==> src/rtl/pipeline_ctrl_pkg.sv <==
`default_nettype none
// ============================================================================
// Module  : pipeline_ctrl_pkg
// Brief   : Shared processor types for pipeline stall/flush control.
// Revision: 1.0 - initial release
// ============================================================================
package pipeline_ctrl_pkg;

    localparam int c_reg_addr_w = 5;

    typedef enum logic [0:0] {
        ST_RUN      = 1'b0,
        ST_LU_STALL = 1'b1
    } state_t;

    // Field order defines the packed bundle layout, MSB first.
    typedef struct packed {
        logic pc_en;
        logic ifid_en;
        logic idex_en;
        logic exmem_en;
        logic memwb_en;
        logic ifid_flush;
        logic idex_flush;
    } ctrl_t;

    localparam int c_ctrl_w = $bits(ctrl_t);

endpackage
`default_nettype wire

==> src/rtl/hazard_cmp.sv <==
`default_nettype none
// ============================================================================
// Module  : hazard_cmp
// Brief   : Load-use match for one ID source operand against the EX load.
// Revision: 1.0 - initial release
// ============================================================================
module hazard_cmp
    import pipeline_ctrl_pkg::*;
#(
    parameter int REG_ADDR_W = c_reg_addr_w
)(
    input  logic [REG_ADDR_W-1:0] rs,
    input  logic                  use_rs,
    input  logic [REG_ADDR_W-1:0] ex_rd,
    input  logic                  ex_load,
    output logic                  hit
);

    // x0 is hard-wired zero, so a load targeting it never forwards anything.
    assign hit = ex_load & use_rs & (ex_rd != '0) & (rs == ex_rd);

endmodule
`default_nettype wire

==> src/rtl/pipeline_ctrl.sv <==
`default_nettype none
// ============================================================================
// Module  : pipeline_ctrl
// Brief   : Stall/flush/freeze controller for a 5-stage pipeline with counters.
// Revision: 1.0 - initial release
// ============================================================================
module pipeline_ctrl
    import pipeline_ctrl_pkg::*;
#(
    parameter int REG_ADDR_W      = c_reg_addr_w,
    parameter int CNT_W           = 32,
    parameter int LU_STALL_CYCLES = 1
)(
    input  logic                  clk,
    input  logic                  rst,
    input  logic [REG_ADDR_W-1:0] id_rs1,
    input  logic [REG_ADDR_W-1:0] id_rs2,
    input  logic                  id_use_rs1,
    input  logic                  id_use_rs2,
    input  logic [REG_ADDR_W-1:0] ex_rd,
    input  logic                  ex_mem_read,
    input  logic                  ex_branch_taken,
    input  logic                  mem_req,
    input  logic                  mem_ready,
    input  logic                  cnt_clr,
    output logic                  pc_en,
    output logic                  ifid_en,
    output logic                  idex_en,
    output logic                  exmem_en,
    output logic                  memwb_en,
    output logic                  ifid_flush,
    output logic                  idex_flush,
    output logic [CNT_W-1:0]      stall_cycles,
    output logic [CNT_W-1:0]      flush_events
);

    localparam logic [1:0] c_bub_load = 2'(LU_STALL_CYCLES - 1);

    state_t                r_state;
    logic [1:0]            r_bub;
    logic [CNT_W-1:0]      r_stall;
    logic [CNT_W-1:0]      r_flush;
    logic                  w_freeze;
    logic                  w_hit_rs1;
    logic                  w_hit_rs2;
    logic                  w_hazard;
    ctrl_t                 w_ctrl;
    logic [c_ctrl_w-1:0]   w_bus;

    hazard_cmp #(.REG_ADDR_W(REG_ADDR_W)) u_cmp_rs1 (
        .rs      (id_rs1),
        .use_rs  (id_use_rs1),
        .ex_rd   (ex_rd),
        .ex_load (ex_mem_read),
        .hit     (w_hit_rs1)
    );

    hazard_cmp #(.REG_ADDR_W(REG_ADDR_W)) u_cmp_rs2 (
        .rs      (id_rs2),
        .use_rs  (id_use_rs2),
        .ex_rd   (ex_rd),
        .ex_load (ex_mem_read),
        .hit     (w_hit_rs2)
    );

    assign w_freeze = mem_req & ~mem_ready;
    assign w_hazard = w_hit_rs1 | w_hit_rs2;

    // Reset and memory freeze both park every stage; a taken branch beats load-use.
    always_comb begin
        w_ctrl = '0;
        if (rst && !w_freeze) begin
            w_ctrl.pc_en    = 1'b1;
            w_ctrl.ifid_en  = 1'b1;
            w_ctrl.idex_en  = 1'b1;
            w_ctrl.exmem_en = 1'b1;
            w_ctrl.memwb_en = 1'b1;
            if (ex_branch_taken) begin
                w_ctrl.ifid_flush = 1'b1;
                w_ctrl.idex_flush = 1'b1;
            end else if (r_state == ST_LU_STALL || w_hazard) begin
                w_ctrl.pc_en      = 1'b0;
                w_ctrl.ifid_en    = 1'b0;
                w_ctrl.idex_flush = 1'b1;
            end
        end
    end

    assign w_bus = w_ctrl;
    assign {pc_en, ifid_en, idex_en, exmem_en, memwb_en, ifid_flush, idex_flush} = w_bus;

    always_ff @(posedge clk or negedge rst) begin
        if (!rst) begin
            r_state <= ST_RUN;
            r_bub   <= 2'd0;
        end else if (!w_freeze) begin
            if (ex_branch_taken) begin
                r_state <= ST_RUN;
                r_bub   <= 2'd0;
            end else begin
                case (r_state)
                    ST_RUN: begin
                        if (w_hazard) begin
                            r_bub   <= c_bub_load;
                            r_state <= (LU_STALL_CYCLES > 1) ? ST_LU_STALL : ST_RUN;
                        end
                    end
                    ST_LU_STALL: begin
                        // Counter holds bubbles still owed; leave once the last one is issued.
                        if (r_bub <= 2'd1) begin
                            r_bub   <= 2'd0;
                            r_state <= ST_RUN;
                        end else begin
                            r_bub <= r_bub - 2'd1;
                        end
                    end
                    default: begin
                        r_state <= ST_RUN;
                        r_bub   <= 2'd0;
                    end
                endcase
            end
        end
    end

    always_ff @(posedge clk or negedge rst) begin
        if (!rst) begin
            r_stall <= '0;
            r_flush <= '0;
        end else if (cnt_clr) begin
            r_stall <= '0;
            r_flush <= '0;
        end else begin
            if (!w_ctrl.pc_en && r_stall != '1) begin
                r_stall <= r_stall + CNT_W'(1);
            end
            if (ex_branch_taken && !w_freeze && r_flush != '1) begin
                r_flush <= r_flush + CNT_W'(1);
            end
        end
    end

    assign stall_cycles = r_stall;
    assign flush_events = r_flush;

endmodule
`default_nettype wire

==> config.mk <==
export PLATFORM = sky130hd
export DESIGN_NAME = pipeline_ctrl
export DESIGN_NICKNAME = d
export VERILOG_FILES = /design/src/rtl/pipeline_ctrl_pkg.sv /design/src/rtl/hazard_cmp.sv /design/src/rtl/pipeline_ctrl.sv
export SDC_FILE = /design/constraint.sdc
export NUM_CORES = 1
export LEC_CHECK = 0
export BUFFER_PORTS_ARGS = -buffer_cell sky130_fd_sc_hd__buf_2
export CORE_ASPECT_RATIO = 1.75
export CORE_MARGIN = 2
export CORE_UTILIZATION = 42
export CTS_BUF_LIST = sky130_fd_sc_hd__clkbuf_8 sky130_fd_sc_hd__clkbuf_16
export DETAILED_ROUTE_END_ITERATION = 12
export PLACE_DENSITY = 0.76
export SLEW_MARGIN = 20
export SYNTH_ARGS = -nofsm -noshare
export SYNTH_HDL_FRONTEND = slang
export SYNTH_SLANG_ARGS = --single-unit
==> constraint.sdc <==
create_clock -name clk -period 3.33 [get_ports clk]
set_input_delay 0.4995 -clock clk [delete_from_list [all_inputs] [get_ports clk]]
set_output_delay 0.4995 -clock clk [all_outputs]
set_load 0.01 [all_outputs]
* Yosys cells after proc, flatten, opt, wreduce, memory -nomap -nowiden
Index checks and enable logic that the tools add are counted.
** Word-level totals
- Memory bits (read-only) :: 0
- Output and inout port bits :: 71
- Word-level logic and storage cells :: 52
- Bits in latches :: 0
- Bits in registers :: 67
- Memories :: 0
- Memory bits (writable) :: 0
** Cells by class
- Reduce and logical (&&, ||, !) cells :: 11
- Equal/unequal tests :: 5
- Muxes and demuxes :: 17
- $mul :: 0
- Bitwise operators :: 11
- Divide/modulo/power cells :: 0
- Order comparisons :: 1
- Shifts and indexed selects :: 0
- Add/subtract/negate cells :: 3
** Operator list (number)
- two-way mux 32 bit :: 4
- adder 32 x 1 -> 32 bit, second input constant :: 2
- != test 32 bit, second input constant :: 2
- equality test 5 bit :: 2
- two-way mux 2 bit :: 5
- AND 1 bit :: 7
- two-way mux 7 bit :: 1
- two-way mux 1 bit :: 5
- nonzero test 5 bit :: 1
- logical AND 1 bit :: 4
- one-hot mux 2 bit (2 select lines) :: 1
- nonzero test 2 bit :: 2
- != test 3 bit, second input constant :: 1
- inverter 1 bit :: 3
- less-or-equal comparator 2 x 1 -> 1 bit, second input constant :: 1
- zero test 1 bit :: 2
- one-hot mux 1 bit (2 select lines) :: 1
- AND reduction 2 bit :: 1
- subtractor 2 x 1 -> 2 bit, second input constant :: 1
- logical OR 1 bit :: 1
- bitwise OR 1 bit :: 1

* Logic depth before layout (Yosys ltp)
Gate-level depths: netlist (run 1).
- Depth after elaboration :: 12
- Mapped depth :: 8
- Depth with buffers taken out :: 7

* Hierarchy
From an unflattened synthesis (run 1), not the netlist that was laid out.
** Unflattened totals
- Cell total of the unflattened synthesis :: 437
- Area total of the unflattened synthesis :: 3961.3 um^2
** Modules (own cells, without submodules)
- pipeline_ctrl :: cells an instance 417, instances 1, area each 3808.7 um^2
- hazard_cmp :: cells an instance 10, instances 2, area each 76.3 um^2

* Least setup slack after synthesis (run 1)
No wires, ideal clock.
- Kind :: input-to-output
- From :: in ex_rd[1]
- To :: out pc_en
- Required time :: 2.830 ns
- Stages :: 7
- Arrival time :: 1.850 ns
- Setup slack :: 0.981 ns
- Path through :: or4_1 -> o21ai_1 -> nor2_1 -> a21oi_1 -> buf_4 -> buf_4 -> buf_4
** Between the ends
- Cells in the longest elaborated chain, start to end :: 8
** Ends and longest elaborated chain
- start, declared :: line pipeline_ctrl.sv:20 : input logic [REG_ADDR_W-1:0] ex_rd,
- nonzero test 5 bit :: line hazard_cmp.sv:20 : assign hit = ex_load & use_rs & (ex_rd != '0) & (rs == ex_rd);
- AND 1 bit (2 in series) :: line hazard_cmp.sv:20
- bitwise OR 1 bit * :: line pipeline_ctrl.sv:67 : assign w_hazard = w_hit_rs1 | w_hit_rs2;
- logical OR 1 bit * :: line pipeline_ctrl.sv:81 : end else if (r_state == ST_LU_STALL || w_hazard) begin
- two-way mux 2 bit * :: line pipeline_ctrl.sv:81
- two-way mux 2 bit * :: line pipeline_ctrl.sv:78 : if (ex_branch_taken) begin
- two-way mux 7 bit * :: line pipeline_ctrl.sv:72 : if (rst && !w_freeze) begin
- end, declared :: line pipeline_ctrl.sv:26 : output logic pc_en,
Mark *: on every way between the ends. The rest lies on a longest branch, timed or not.

* Worst setup path in the final report (run 1)
- From :: reg r_stall[3], in the netlist stall_cycles[3]
- To :: reg r_stall[13], in the netlist stall_cycles[13]
** Between the ends
- Cells in the longest elaborated chain, start to end :: 3
** Ends and longest elaborated chain
- start, declared :: line pipeline_ctrl.sv:41 : logic [CNT_W-1:0] r_stall;
- start signal, assigned :: line pipeline_ctrl.sv:135 : r_stall <= r_stall + CNT_W'(1);
- adder 32 x 1 -> 32 bit / != test 32 bit (equally long branches) :: line pipeline_ctrl.sv:135, pipeline_ctrl.sv:134
- two-way mux 32 bit / logical AND 1 bit (equally long branches) :: line pipeline_ctrl.sv:134 : if (!w_ctrl.pc_en && r_stall != '1) begin
- two-way mux 32 bit / nonzero test 2 bit (equally long branches)
Several ways; a longest one is shown, not always the timed one. The select of a mux whose other input is x is not followed.
A chain may end at the register's enable or synchronous reset.

==> results of run 1 <==
## worst reg2reg max path: cells and delay by family, from the launching register on
family           cells  cell delay, ns
AO/OA/AOI/OAI        1            0.17
flip-flops           1            0.44
AND/OR/NAND/NOR      5            1.96
## cells by family (layout without fill, tap and decap cells)
family	after synthesis	count (layout)	synth area share (%)
AOI/OAI and AO/OA	71	71	10.78
xor gates and xnor gates	36	36	8.059
adders and majority gates	2	2	0.6395
buffers and inverters	32	121	3.837
DFF	67	67	42.85
muxes	10	10	2.782
and+or+nand+nor	218	218	31.05
## sequential cells by signal, summed over array words and instances, names as in the netlist
signal,flops
r_state,1
r_bub,2
flush_events,32
stall_cycles,32
## power groups by stage
stage	logic (uW)	registers [uW]	clock network (uW)
finish	130	826	849
global route	145	827	899
CTS	132	826	866
detailed placement	132	840	0
global placement	128	840	0
floorplan	69.6	841	0
## synth_stat cells, drive strengths merged, types with 7 or more instances
library cell	n	area share, %
dfrtp	67	43
nor2	44	4.3
a21oi	31	4.0
nand4	28	4.5
nand2	27	2.6
nand3	26	3.3
xnor2	21	4.7
or4	19	3.6
o31ai	18	3.5
and3	16	2.6
xor2	15	3.4
o21ai	14	1.8
buf	13	2.0
clkbuf	12	1.2
or3	11	1.8
and4	9	2.0
nor3	9	1.2
nor2b	8	1.3
inv	7	0.67
mux2	7	2.0
## path summary, 6_finish.rpt
path	endpoint	slack, ns
max	stall_cycles[13]$_DFFE_PN0P_	0.67
min	flush_events[6]$_DFFE_PN0P_	0.47
max reg2reg	stall_cycles[13]$_DFFE_PN0P_	0.67
min reg2reg	r_bub[1]$_DFFE_PN0P_	0.50
max in group asynchronous	flush_events[27]$_DFFE_PN0P_	2.29
min in group clk	r_bub[1]$_DFFE_PN0P_	0.50
## metal layers
| layer | track usage (%) | up-vias |
|---|---|---|
| li1 | - | 1777 |
| met1 | 24.49 | 1813 |
| met2 | 38.01 | 122 |
| met3 | 3.022 | 24 |
| met4 | 10.61 | 0 |
| met5 | 0 | - |
## layout make-up
class                   count  area (um^2)
inverters                   7        26.28
repair buffers             99        508.0
clock inverters             5        22.52
flip-flops and latches     67         1677
fillers                   872         4317
clock buffers              10        239.0
multi-input cells         337         2097
well taps                 120        150.1
## stage by stage
stage	setup slack [ns]	hold slack [ns]	total power [uW]	instance area, um^2
floorplan	0.9809	0.2039	910.9	3913
detailed placement	0.5764	0.4846	972.2	4458
finish	0.6687	0.4731	1806	4720
CTS	0.6583	0.5016	1824	4720
global route	0.4670	0.5598	1871	4720
global placement	0.6236	0.4697	967.5	4458
==> flow_summary.json, run 1 <==
{
  "cts_resized": 0,
  "finalWirelength_mm": 10.66,
  "grt_max_degree": 68,
  "top_layer": "met4",
  "firstDrtPassIters": 4,
  "layout_commonest_cell": "buf_2",
  "combPwrFrac_pct": 7.2,
  "finalNetCount": 547,
  "rsz0062_at_grt": "no",
  "finalSetupViolCount": 0,
  "crit_top_cell": "and3_1",
  "cp_num_buf_inv": 0,
  "viasPerCell": 5.792,
  "detail_route.iter0.violations": 249,
  "ys_types": 40,
  "cp-end-kind": "flop",
  "intPower_uw": 1374,
  "overflow": 0,
  "clock_path_buffers": 2,
  "met3_length_um": 418,
  "row_count": 46,
  "netlist_area_um2": 3913,
  "drv_cap": 0,
  "die-height_um": 131.7,
  "holdBufCountCts": 0,
  "cp_slowest_cell": "or4_1",
  "crit_required_ns": 3.58,
  "drive_above_1_share_pct": 22.29,
  "cpPeakStageDelay_ns": 0.69,
  "fin_crit_sh_pct": 79.92,
  "crit_chain": "and4_1 -> and3_1 -> and3_1 -> nand4_1 -> or4_1 -> a21oi_1",
  "synth_fp_nets": 462,
  "synth_edf_count": 0,
  "diodes": 0,
  "slew_viol_final": 0,
  "cts_buffers": 9,
  "ant_nets": 0,
  "startpoint_type": "flop",
  "numClockSinks": 67,
  "dp_hpwl_mm": 7.657,
  "syn2layout_area_growth_pct": 20.63,
  "arrival_ns": 2.91,
  "post-place-cells": 630,
  "io_pins": 95,
  "cts_tree": "done",
  "hold_viol": 0,
  "ys_warn_count": 0,
  "hold_path.class": "in -> async",
  "status": "finished clean",
  "reg2regPathDepth": 6,
  "fp.coreArea_um2": 9036,
  "met1_length_mm": 4.162,
  "die_w_um": 76.96,
  "power_frac_clock_pct": 47.0,
  "leakagePower_uw": 0.002150,
  "powerDensity_nw_per_um2": 382.7,
  "initial_core_util_pct": 43.30,
  "tns_ns": 0,
  "grt_pass1_vias": 3600,
  "synthArstFlopShare_pct": 100.0,
  "clkTransAtPathRegs_ns": 0.06,
  "cts-root-buf": "clkbuf_16",
  "dieArea_um2": 10130,
  "final_cell_mix": "buf_2, dfrtp_1, nor2_1",
  "utilization_pct": 52.23,
  "maxSlewHeadroom_pct": 41.14,
  "port_buffers": 94,
  "drc": 0,
  "wl_per_cell_um": 16.53,
  "power_frac_seq_pct": 45.7,
  "switching_share_pct": 23.92,
  "grt_use_total_pct": 21.34,
  "crit_path_start": "stall_cycles[3]$_DFFE_PN0P_",
  "syn_area_per_cell_um2": 8.974,
  "postCtsSetupBuffers": 0,
  "worst_clock_skew_ns": 0.004496,
  "synthCells": 436,
  "htreeDepth": 3,
  "crit_type": "reg -> reg",
  "yosysSeqAreaShare_pct": 42.85,
  "antenna_found_initial": 0,
  "clk_latency_ns": 0.33,
  "grt_pass1_wl_mm": 17.42,
  "finalNonFillerCells": 645,
  "crit_family": "simple AND/OR/NAND/NOR gates",
  "tightest_slew_ns": 0.8829,
  "cp.depth": 6,
  "r2r-start": "stall_cycles[3]$_DFFE_PN0P_",
  "cp_max_fo": 20,
  "p_sw_uw": 432.1,
  "ys_ff_latch": 67,
  "max_freq_mhz": 375.8,
  "via_count": 3736,
  "ir_drop_mv": 0.2697,
  "dr_wl_met2_mm": 5.775,
  "synth-main-ff-cell": "dfrtp_1",
  "place.gp.congestion": 0.8778,
  "layout_min_cycle_time_ns": 2.661
}
Note: power is estimated with default switching activity, not from simulation.
==> inputs of run 2 (changes only) <==
- clock period: 3.33 -> 2.68 ns (I/O delays scaled with it)
==> run 2 against run 1 <==
Combinational power rose by 25%. Cell area up 1.7%. Die area did not move. Clock power is 44% higher. Critical path depth up 1. Critical endpoint is now ifid_en. Wire length is 1.4% higher. Highest routed layer unchanged. Register-to-register slack got worse by 0.23 ns. Sequential power is 25% higher. Clock-buffer cell count is 2 higher. Core utilization is 0.90 points higher. Sequential share of layout area fell by 0.60 points.
==> flow_summary.json, run 2 (synthesis results as in run 1) <==
{
  "status": "finished clean",
  "initial_core_util_pct": 43.30,
  "row_count": 46,
  "p_sw_uw": 544.1,
  "numClockSinks": 67,
  "crit_required_ns": 2.28,
  "layout_commonest_cell": "buf_2",
  "grt_pass1_wl_mm": 18.24,
  "register_area_um2": 1677,
  "arrival_ns": 1.93,
  "utilization_pct": 53.13,
  "cts_tree": "done",
  "hold_path.class": "in -> async",
  "power_frac_clock_pct": 50.6,
  "syn2layout_area_growth_pct": 22.71,
  "grt_pass1_vias": 3711,
  "combPwrFrac_pct": 6.8,
  "postCtsSetupBuffers": 0,
  "firstDrtPassIters": 4,
  "io_pins": 95,
  "rsz0062_at_grt": "no",
  "die-height_um": 131.7,
  "multi_input_area_um2": 2097,
  "dp_hpwl_mm": 7.689,
  "ir_drop_mv": 0.3286,
  "grt_use_total_pct": 22.24,
  "tightest_slew_ns": 0.8695,
  "drc": 0,
  "cts-root-buf": "clkbuf_16",
  "place.gp.congestion": 0.8724,
  "cp_num_buf_inv": 3,
  "max_freq_mhz": 429.7,
  "drv_cap": 0,
  "grt_max_degree": 68,
  "fp.coreArea_um2": 9036,
  "slew_viol_final": 0,
  "worst_clock_skew_ns": 0.004916,
  "cpPeakStageDelay_ns": 0.52,
  "overflow": 0,
  "diodes": 0,
  "via_count": 3763,
  "finalSetupViolCount": 0,
  "cts_resized": 0,
  "ant_nets": 0,
  "cp_slowest_cell": "or4_1",
  "dieArea_um2": 10130,
  "crit_type": "in -> out",
  "cp.depth": 7,
  "fin_crit_sh_pct": 86.84,
  "die_w_um": 76.96,
  "leakagePower_uw": 0.002190,
  "tns_ns": 0,
  "powerDensity_nw_per_um2": 500.9,
  "reg2regPathDepth": 7,
  "cp_max_fo": 58,
  "n_fill_cell": 856,
  "drive_above_1_share_pct": 22.68,
  "dpl_cell_area_um2": 4493,
  "crit_chain": "buf_2 -> or4_1 -> o21ai_1 -> nor2_1 -> a21oi_4 -> buf_12 -> buf_2",
  "intPower_uw": 1861,
  "detail_route.iter0.violations": 228,
  "maxSlewHeadroom_pct": 42.03,
  "clkTransAtPathRegs_ns": 0.05,
  "final_cell_mix": "buf_2, dfrtp_1, nor2_1",
  "finalWirelength_mm": 10.81,
  "crit_top_cell": "buf_2",
  "clock_path_buffers": 2,
  "startpoint_type": "input port",
  "post-route-cell-area_um2": 4801,
  "clk_latency_ns": 0.34,
  "port_buffers": 94,
  "antenna_found_initial": 0,
  "htreeDepth": 3,
  "dpl_worst_slack_ns": 0.3582,
  "hold_viol": 0,
  "holdBufCountCts": 0,
  "power_frac_seq_pct": 42.7,
  "cts_buffers": 9,
  "wl_per_cell_um": 16.66,
  "cp-end-kind": "primary output",
  "layout_min_cycle_time_ns": 2.327,
  "finalNetCount": 550,
  "switching_share_pct": 22.62,
  "layout_setup_ws_ns": 0.3527,
  "viasPerCell": 5.798,
  "crit_family": "simple AND/OR/NAND/NOR gates"
}
run 2: cell types whose count changed in the layout (fill, tap and decap cells not counted):
cell | previous run | this run
buf_4 | 5 | 7
clkbuf_8 | 1 | 3
bufinv_16 | 0 | 1
buf_12 | 0 | 1
inv_1 | 9 | 10
clkinv_2 | 3 | 0
run 2: cell type report:
type,instances,share of cell area (%)
Timing Repair Buffer,102,11.31
Tap cell,120,3.127
Sequential cell,67,34.92
Clock inverter,4,0.8600
Clock buffer,12,5.551
Inverter,7,0.5473
Multi-Input combinational cell,337,43.68
run 2: power groups by stage:
stage	Clock, uW	Sequential [uW]	Combinational, uW
2_1_floorplan	0	1050	86.5
5_1_grt	1290	1030	180
6_report	1220	1030	163
4_1_cts	1240	1030	165
3_5_place_dp	0	1040	165
3_3_place_gp	0	1040	160
run 2: through the flow:
| step | total power [uW] | hold slack [ns] | std cells |
|---|---|---|---|
| after global routing | 2497 | 0.4176 | 649 |
| after global placement | 1202 | 0.4675 | 633 |
| after detailed placement | 1209 | 0.4830 | 633 |
| after CTS | 2432 | 0.3948 | 649 |
| after floorplan | 1132 | 0.1064 | 436 |
| final | 2405 | 0.3686 | 649 |
run 2: final timing paths:
| path | to | slack, ns | from |
|---|---|---|---|
| worst max-delay path | ifid_en | 0.35 | ex_rd[1] |
| worst min-delay path | r_state$_DFFE_PN0N_ | 0.37 | rst |
| worst max register to register | flush_events[8]$_DFFE_PN0P_ | 0.44 | flush_events[0]$_DFFE_PN0P_ |
| worst min register to register | r_bub[1]$_DFFE_PN0P_ | 0.49 | r_bub[1]$_DFFE_PN0P_ |
| max in group asynchronous | stall_cycles[7]$_DFFE_PN0P_ | 1.76 | rst |
| min in group clk | r_bub[1]$_DFFE_PN0P_ | 0.40 | mem_ready |
run 2: routing by layer:
layer  track usage [%]  up-vias  wire length, um
met4             9.495        0              195
li1                  -     1777                -
met2             39.18      104             5910
met3             4.602       16              539
met1             25.65     1866             4165
met5                 0        -                0
run 2: worst reg2reg max path: cells and delay by family (launching register included):
family	cells	cell delay (ns)
AND/OR/NAND/NOR	4	0.84
flip-flops	1	0.41
AO/OA/AOI/OAI	1	0.36
adder cells (fa/ha/maj)	1	0.31
XOR/XNOR	1	0.19
